<file path="src/rtl/intra_pkg.sv">
// rtl/intra_pkg.sv - shared types and constants for the intra mode decision controller
package intra_pkg;

    localparam int MODE_W = 3;

    localparam logic [MODE_W-1:0] MODE_FIRST = 3'd0;
    localparam logic [MODE_W-1:0] MODE_LAST  = 3'd7;

    typedef enum logic [1:0] {
        IDLE  = 2'd0,
        ISSUE = 2'd1,
        WAIT  = 2'd2,
        DONE  = 2'd3
    } state_t;

endpackage

</file>
<file path="src/rtl/intra_mode_pick.sv">
// rtl/intra_mode_pick.sv - combinational lowest-set-bit encoder over the pending mode mask
module intra_mode_pick
    import intra_pkg::*;
#(
    parameter int N = 8
) (
    input  logic [N-1:0]      bits,
    output logic [MODE_W-1:0] idx,
    output logic              any
);

    // Scan from the top down so the lowest set bit is the last one written.
    always_comb begin
        idx = MODE_FIRST;
        any = 1'b0;
        for (int i = N - 1; i >= 0; i--) begin
            if (bits[i]) begin
                idx = MODE_W'(i);
                any = 1'b1;
            end
        end
    end

endmodule

</file>
<file path="src/rtl/intra_mode_ctrl.sv">
// rtl/intra_mode_ctrl.sv - intra mode decision FSM; optional SAD watchdog under INTRA_TIMEOUT_EN
module intra_mode_ctrl
    import intra_pkg::*;
#(
    parameter int NUM_MODES   = 8,
    parameter int SAD_W       = 16,
    parameter int TIMEOUT_CYC = 255
) (
    input  logic                 clk,
    input  logic                 reset,
    input  logic                 start_valid,
    output logic                 start_ready,
    input  logic [NUM_MODES-1:0] mode_mask,
    output logic                 sad_req,
    output logic [MODE_W-1:0]    sad_mode,
    input  logic                 sad_ack,
    input  logic                 sad_valid,
    input  logic [SAD_W-1:0]     sad_value,
    output logic                 best_valid,
    input  logic                 best_ready,
    output logic [MODE_W-1:0]    best_mode,
    output logic [SAD_W-1:0]     best_sad,
    output logic                 busy,
    output logic                 timeout_err
);

    state_t                state, state_nxt;
    logic [NUM_MODES-1:0]  pending, pend_clr, pick_in;
    logic [MODE_W-1:0]     pick_idx;
    logic                  pick_any;
    logic [SAD_W-1:0]      run_min, eff_sad;
    logic [MODE_W-1:0]     run_mode;
    logic                  to_hit, wait_done;

    // Idle: encode the incoming mask; otherwise encode what remains once the current mode retires.
    assign pend_clr = pending & ~(NUM_MODES'(1) << sad_mode);
    assign pick_in  = (state == IDLE) ? mode_mask : pend_clr;

    intra_mode_pick #(.N(NUM_MODES)) u_pick (
        .bits (pick_in),
        .idx  (pick_idx),
        .any  (pick_any)
    );

    assign wait_done = (state == WAIT) && (sad_valid || to_hit);
    assign eff_sad   = sad_valid ? sad_value : '1;

`ifdef INTRA_TIMEOUT_EN
    logic [31:0] wd_cnt;
    logic        err_q;

    assign to_hit      = (state == WAIT) && !sad_valid && (wd_cnt >= 32'(TIMEOUT_CYC - 1));
    assign timeout_err = err_q;

    always_ff @(posedge clk or negedge reset) begin
        if (!reset) begin
            wd_cnt <= '0;
            err_q  <= 1'b0;
        end else begin
            wd_cnt <= (state == WAIT && !wait_done) ? wd_cnt + 32'd1 : '0;
            if (to_hit) err_q <= 1'b1;
        end
    end
`else
    assign to_hit      = 1'b0;
    assign timeout_err = 1'b0;
`endif

    always_ff @(posedge clk or negedge reset) begin
        if (!reset) state <= IDLE;
        else        state <= state_nxt;
    end

    always_comb begin
        state_nxt = state;
        case (state)
            IDLE:  if (start_valid) state_nxt = pick_any ? ISSUE : DONE;
            ISSUE: if (sad_ack)     state_nxt = WAIT;
            WAIT:  if (wait_done)   state_nxt = pick_any ? ISSUE : DONE;
            DONE:  if (best_ready)  state_nxt = IDLE;
            default:                state_nxt = IDLE;
        endcase
    end

    always_ff @(posedge clk or negedge reset) begin
        if (!reset) begin
            pending  <= '0;
            sad_mode <= MODE_FIRST;
            run_min  <= '1;
            run_mode <= MODE_FIRST;
        end else if (state == IDLE && start_valid) begin
            pending  <= mode_mask;
            sad_mode <= pick_idx;
            run_min  <= '1;
            run_mode <= MODE_FIRST;
        end else if (wait_done) begin
            // Strict compare keeps the lower-index mode on ties.
            if (eff_sad < run_min) begin
                run_min  <= eff_sad;
                run_mode <= sad_mode;
            end
            pending <= pend_clr;
            if (pick_any) sad_mode <= pick_idx;
        end
    end

    assign start_ready = (state == IDLE);
    assign sad_req     = (state == ISSUE);
    assign best_valid  = (state == DONE);
    assign busy        = (state != IDLE);
    assign best_mode   = run_mode;
    assign best_sad    = run_min;

endmodule

</file>
<file path="config.mk">
export PLATFORM = sky130hd
export DESIGN_NAME = intra_mode_ctrl
export DESIGN_NICKNAME = d
export VERILOG_FILES = /design/src/rtl/intra_pkg.sv /design/src/rtl/intra_mode_pick.sv /design/src/rtl/intra_mode_ctrl.sv
export SDC_FILE = /design/constraint.sdc
export NUM_CORES = 1
export LEC_CHECK = 0
export ABC_AREA = 1
export ABC_CLOCK_PERIOD_IN_PS = 1900
export BUFFER_PORTS_ARGS = -buffer_cell sky130_fd_sc_hd__buf_2
export CORE_ASPECT_RATIO = 0.9
export CORE_MARGIN = 8
export CORE_UTILIZATION = 29
export CTS_CLUSTER_DIAMETER = 150
export DETAILED_ROUTE_END_ITERATION = 8
export SETUP_SLACK_MARGIN = 0.4
export SLEW_MARGIN = 5
export SYNTH_ARGS = -nofsm -noshare
export SYNTH_HDL_FRONTEND = slang
export SYNTH_SLANG_ARGS = --single-unit
</file>
<file path="constraint.sdc">
create_clock -name clk -period 1.9 [get_ports clk]
set_input_delay 0.38 -clock clk [delete_from_list [all_inputs] [get_ports clk]]
set_output_delay 0.38 -clock clk [all_outputs]
set_load 0.05 [all_outputs]
</file>
Word level (Yosys, flattened, before mapping)
Index checks and enable logic that the tools add are counted.
{ "classes": {"magnitude_cmp": 1, "n_eq_ne": 7, "n_shift": 1, "muxes": 35, "bitwise": 2, "reduce_logical": 10} }
{ "op_table": {"columns": ["operator", "n"], "rows": [
  ["$mux W16", 4],
  ["$mux W3", 14],
  ["$mux W8", 3],
  ["$lt A16 B16 Y1", 1],
  ["$mux W2", 5],
  ["$and A8 B8 Y8", 1],
  ["$mux W1", 8],
  ["$not A8 Y8", 1],
  ["$pmux W2 S4", 1],
  ["$reduce_bool A2 Y1", 4],
  ["$shl A1 B3 Y8 const A", 1],
  ["$eq A2 B2 Y1 const B", 2],
  ["$ne A2 B1 Y1 const B", 2],
  ["$ne A2 B2 Y1 const B", 2],
  ["$reduce_and A2 Y1", 2],
  ["$reduce_and A4 Y1", 1],
  ["$eq A2 B1 Y1 const B", 1],
  ["$logic_and A1 B1 Y1", 2],
  ["$logic_not A2 Y1", 1]
]} }
{ "word_totals": {"regBits": 32, "inputBits": 30, "output_inout_bits": 27, "wordCells": 61} }

Depth between registers and ports, before layout
{ "depth": {"word_depth": 15, "depth_mapped": 16, "depth_no_buf": 14} }

Cells and area by module
A second synthesis with hierarchy kept.
{ "hier_totals": {"cells_unflattened": 323, "area_unflattened_um2": 2284.7} }
{ "modules_own_cells": {"columns": ["mod", "instances", "cells_each", "area_per_inst_um2", "seq_area_each_um2"], "rows": [
  ["intra_mode_ctrl", 1, 301, 2185.8, 820.8],
  ["intra_mode_pick", 1, 22, 98.8, 0.0]
]} }

Worst setup path before layout
Ideal clock, no wire load.
{ "synth_path": {"path_type": "in2reg", "from": "in sad_valid", "to": "reg run_mode[1] (netlist: best_mode[1])", "setup_ns": 0.077, "t_arrival_ns": 2.181, "t_required_ns": 1.823, "path_slack_ns": -0.358, "cell_stages": 11, "n_path_buf": 3, "cell_sequence": "clkbuf_1 > buf_1 > nand2_1 > ha_1 > nand2_1 > o21ai_0 > a21oi_4 > nand2_4 > buf_2 > nand3_1 > o21ai_1"} }
{ "synth_via": {"elab_chain_cells": 4, "word_cells_on_any_way": 6, "classes_between": "order compare (1); mux (1); reduce/logical (4)"} }
{ "synth_lines": {"columns": ["element", "line_no", "source"], "rows": [
  ["start: declaration", "intra_mode_ctrl.sv:17", "input logic sad_valid,"],
  ["$mux W16", "intra_mode_ctrl.sv:46", "assign eff_sad = sad_valid ? sad_value : '1;"],
  ["$lt A16 B16 Y1", "intra_mode_ctrl.sv:98", "if (eff_sad < run_min) begin"],
  ["$reduce_bool A2 Y1 (no line)", null, null],
  ["$reduce_and A2 Y1 (no line) *", null, null],
  ["end signal: assignment", "intra_mode_ctrl.sv:100", "run_mode <= sad_mode;"],
  ["end: declaration", "intra_mode_ctrl.sv:32", "logic [MODE_W-1:0] run_mode;"]
]} }
Every way passes the cells marked *; elsewhere a longest branch is shown, timed or not.
A chain may end at the register's enable or synchronous reset.

Final worst setup path
{ "layout_path": {"from": "reg run_min[15] (netlist: best_sad[15])", "to": "reg run_min[14] (netlist: best_sad[14])"} }
{ "layout_via": {"elab_chain_cells": 3} }
{ "layout_lines": {"columns": ["element", "line_no", "source"], "rows": [
  ["start: declaration", "intra_mode_ctrl.sv:31", "logic [SAD_W-1:0] run_min, eff_sad;"],
  ["start signal: assignment", "intra_mode_ctrl.sv:99", "run_min <= eff_sad;"],
  ["$lt A16 B16 Y1", "intra_mode_ctrl.sv:98", null],
  ["$reduce_bool A2 Y1 (no line)", null, null],
  ["$reduce_and A2 Y1 (no line)", null, null]
]} }
Every way passes these cells.

==> results.yml <==
synth:
  synth.mux.area_fraction_pct: 0
  synth_compound_area_share_pct: 8.91
  yosysMostFrequentCell: "nand2_1"
  yosysTopAreaCellShare_pct: 17.7
  synth.net_count: 383
  synthXorXnorAreaFrac_pct: 0
  synthArstFlopShare_pct: 100
  ys_types: 35
  ys_seq_area_share_pct: 34.6
  synth_edf_count: 0
  synthAdderAreaFrac_pct: 7.91
  ys.flop_type: "dfstp_2"
  ys_ff_latch: 32
  syn_area_mm2: 0.00237
  synth_top_area_cell: "dfstp_2"
  synthCells: 338
  synth_top_family_by_area: "simple AND/OR/NAND/NOR gates"
  synth_area_leaders: "dfstp_2 18%, dfrtp_1 17%, nand2_1 17%"
  synth_simple_gate_area_share_pct: 36.0
  yosysWarnings: 0
  synth_common_cells: "106 x nand2_1, 52 x inv_1, 47 x nand3_1"
  syn_avg_cell_area_um2: 7.02
route:
  drc: 0
  antenna_left: 0
  first_pass_iters: 4
  num_vias: 2507
  routedWlPerCell_um: 13.5
  vias_per_cell: 4.71
  routed_wl_mm: 7.19
  first_iter_violations: 134
floorplan:
  fp.dieH_um: 102
  dieArea_mm2: 0.0113
  floorplan.initialDensity_pct: 29.7
  rows: 31
  ioPinCount: 57
  chipWidth_um: 111
  coreArea_mm2: 0.00799
worst_setup_path:
  critPathKind: "reg2reg"
  worstSetupStartpointType: "flip-flop"
  required_ns: 2.13
  worst_ep_arrival_time_ns: 2.10
  worstPathMaxFanout: 7
  critical_path.endpoint_type: "flip-flop"
cts:
  cts_tree: "built"
  ctsHoldBuffers: 0
  cts_sinks: 32
  clock-root-buffer: "clkbuf_8"
  clkLatencyLatePin_ns: 0.28
  htreeDepth: 2
  path_clk_slew_ns: 0.07
  cts_made_buffers: 5
  cts_buffer_depth: 2
sta:
  hold_violations: 0
  hold_ws_ns: 0.0395
  final_max_slew_viol_count: 0
  skew_ns: 0.00414
  min_period_ns: 1.87
  setup_viol: 0
  rsz0062_at_grt: "yes"
  post-route-period-util_pct: 98.6
  fmaxAchievable_mhz: 534
finish:
  drive_gt1_share_pct: 46.7
  utilization_pct: 45.8
  fin_cells: 532
  diodes: 0
  fillers: 775
  area_delta_synth_final_pct: 54.1
  finalNetCount: 478
  final_cell_area_mm2: 0.00366
global_routing:
  grt_pass1_vias: 2472
  track_usage_pct: 12.2
  antenna_found_initial: 0
  grt_overflow_total: 0
  grt_max_degree: 39
  grt_first_pass_wirelength_mm: 11.5
placement:
  gp_congestion: 0.849
  place_inst: 496
  portBuffers: 55
  hpwl_mm: 4.91
  place_area_mm2: 0.00290
flow_run:
  maxCapViolations: 0
power_and_ir_drop:
  leakagePower_nw: 1.88
  swShare_pct: 50.4
  combPwrFrac_pct: 72.5
  p_seq_share_pct: 20.3
  switchingPower_mw: 3.51
  clkPwrFrac_pct: 7.2
  irDropWorstVdd_mv: 0.557
  power_density_mw_per_mm2: 1900
  finalPower_mw: 6.96
  p_int_mw: 3.45
min_path:
  hp-class: "in2async"
status:
  outcome: "finished clean"
## kinds of logic after synthesis
logic type	after synthesis
and+or+nand+nor	189
buffers and inverters	69
AOI/OAI and AO/OA	32
DFF	32
adders and majority gates	15
other	1
## flip-flops by register name, indices dropped and copies added, names as in the netlist
signal	cells
best_sad	16
pending	8
best_mode	3
sad_mode	3
state	2
## area by class of cell
type	count	area (µm²)	share of cell area, %
timing repair buffer	101	886	24.2
clock buffer	7	76.3	2.09
sequential	32	827	22.6
multi-input combinational	237	1520	41.4
tap	99	124	3.39
inverter	56	229	6.26
## worst max-delay path, cell delays in order, from the launching register on
cell	delay, ns
dfstp_2	0.54
inv_2	0.05
ha_4	0.28
nand2_4	0.06
nor4_4	0.30
nand2_2	0.11
nand2_4	0.10
buf_12	0.12
buf_6	0.12
nand3_1	0.07
nand2_1	0.07
## cells in the final DEF (no fill, tap or decap), drive strengths merged
master,Yosys,routed
nand2,122,122
buf,10,98
inv,55,54
nand3,48,48
dfstp,16,16
dfrtp,16,16
ha,15,15
nor2,15,15
a21oi,13,13
o21ai,10,10
clkbuf,3,10
o22ai,4,4
o221ai,2,2
clkinv,1,2
or2,1,1
o21a,1,1
nor4,1,1
o21bai,1,1
a31o,1,1
nand3b,1,1
nor3,1,1
conb,1,1
## per-layer routing
layer / GRT usage [%] / vias to the layer above / wire length [µm]
met2: 21.5 / 82 / 3570
met1: 14.4 / 1160 / 3170
met4: 5.22 / 0 / 108
met3: 2.00 / 11 / 339
met5: 0 / - / 0
li1: - / 1254 / -
## power by group through the flow
stage          registers (mW)  logic, mW  clock network (mW)
2_1_floorplan            2.17       1.98                   0
3_3_place_gp             1.42       3.48                   0
3_5_place_dp             1.42       3.53                   0
4_1_cts                  1.38       4.38               0.530
5_1_grt                  1.45       5.46               0.546
6_report                 1.41       5.04               0.503
## final timing paths
check                      cells past startpoint          from  slack (ns)           end
min reg2reg                                    2    pending[2]        0.49    pending[2]
max in group asynchronous                      2         reset        1.22  best_sad[12]
min                                            1         reset        0.04    pending[7]
max                                           10  best_sad[15]        0.03  best_sad[14]
min in group clk                               3  mode_mask[5]        0.39    pending[5]
max reg2reg                                   10  best_sad[15]        0.03  best_sad[14]
## repair_timing
action / 4_1_cts / 5_1_grt
buffers inserted: 20 / 7
endpoints found under the setup margin: 31 / 44
gates resized for setup: 51 / 54
gates cloned: 1 / 1
pin swaps: 17 / 15
## stage by stage
stage / TNS [ns] / setup WS [ns]
floorplan: -0.713 / -0.0620
global placement: -2.64 / -0.154
detailed placement: -3.88 / -0.225
CTS: 0 / 0.0386
global route: -1.68 / -0.116
finish: 0 / 0.0265
No activity file was read; power rests on OpenSTA's default activity.
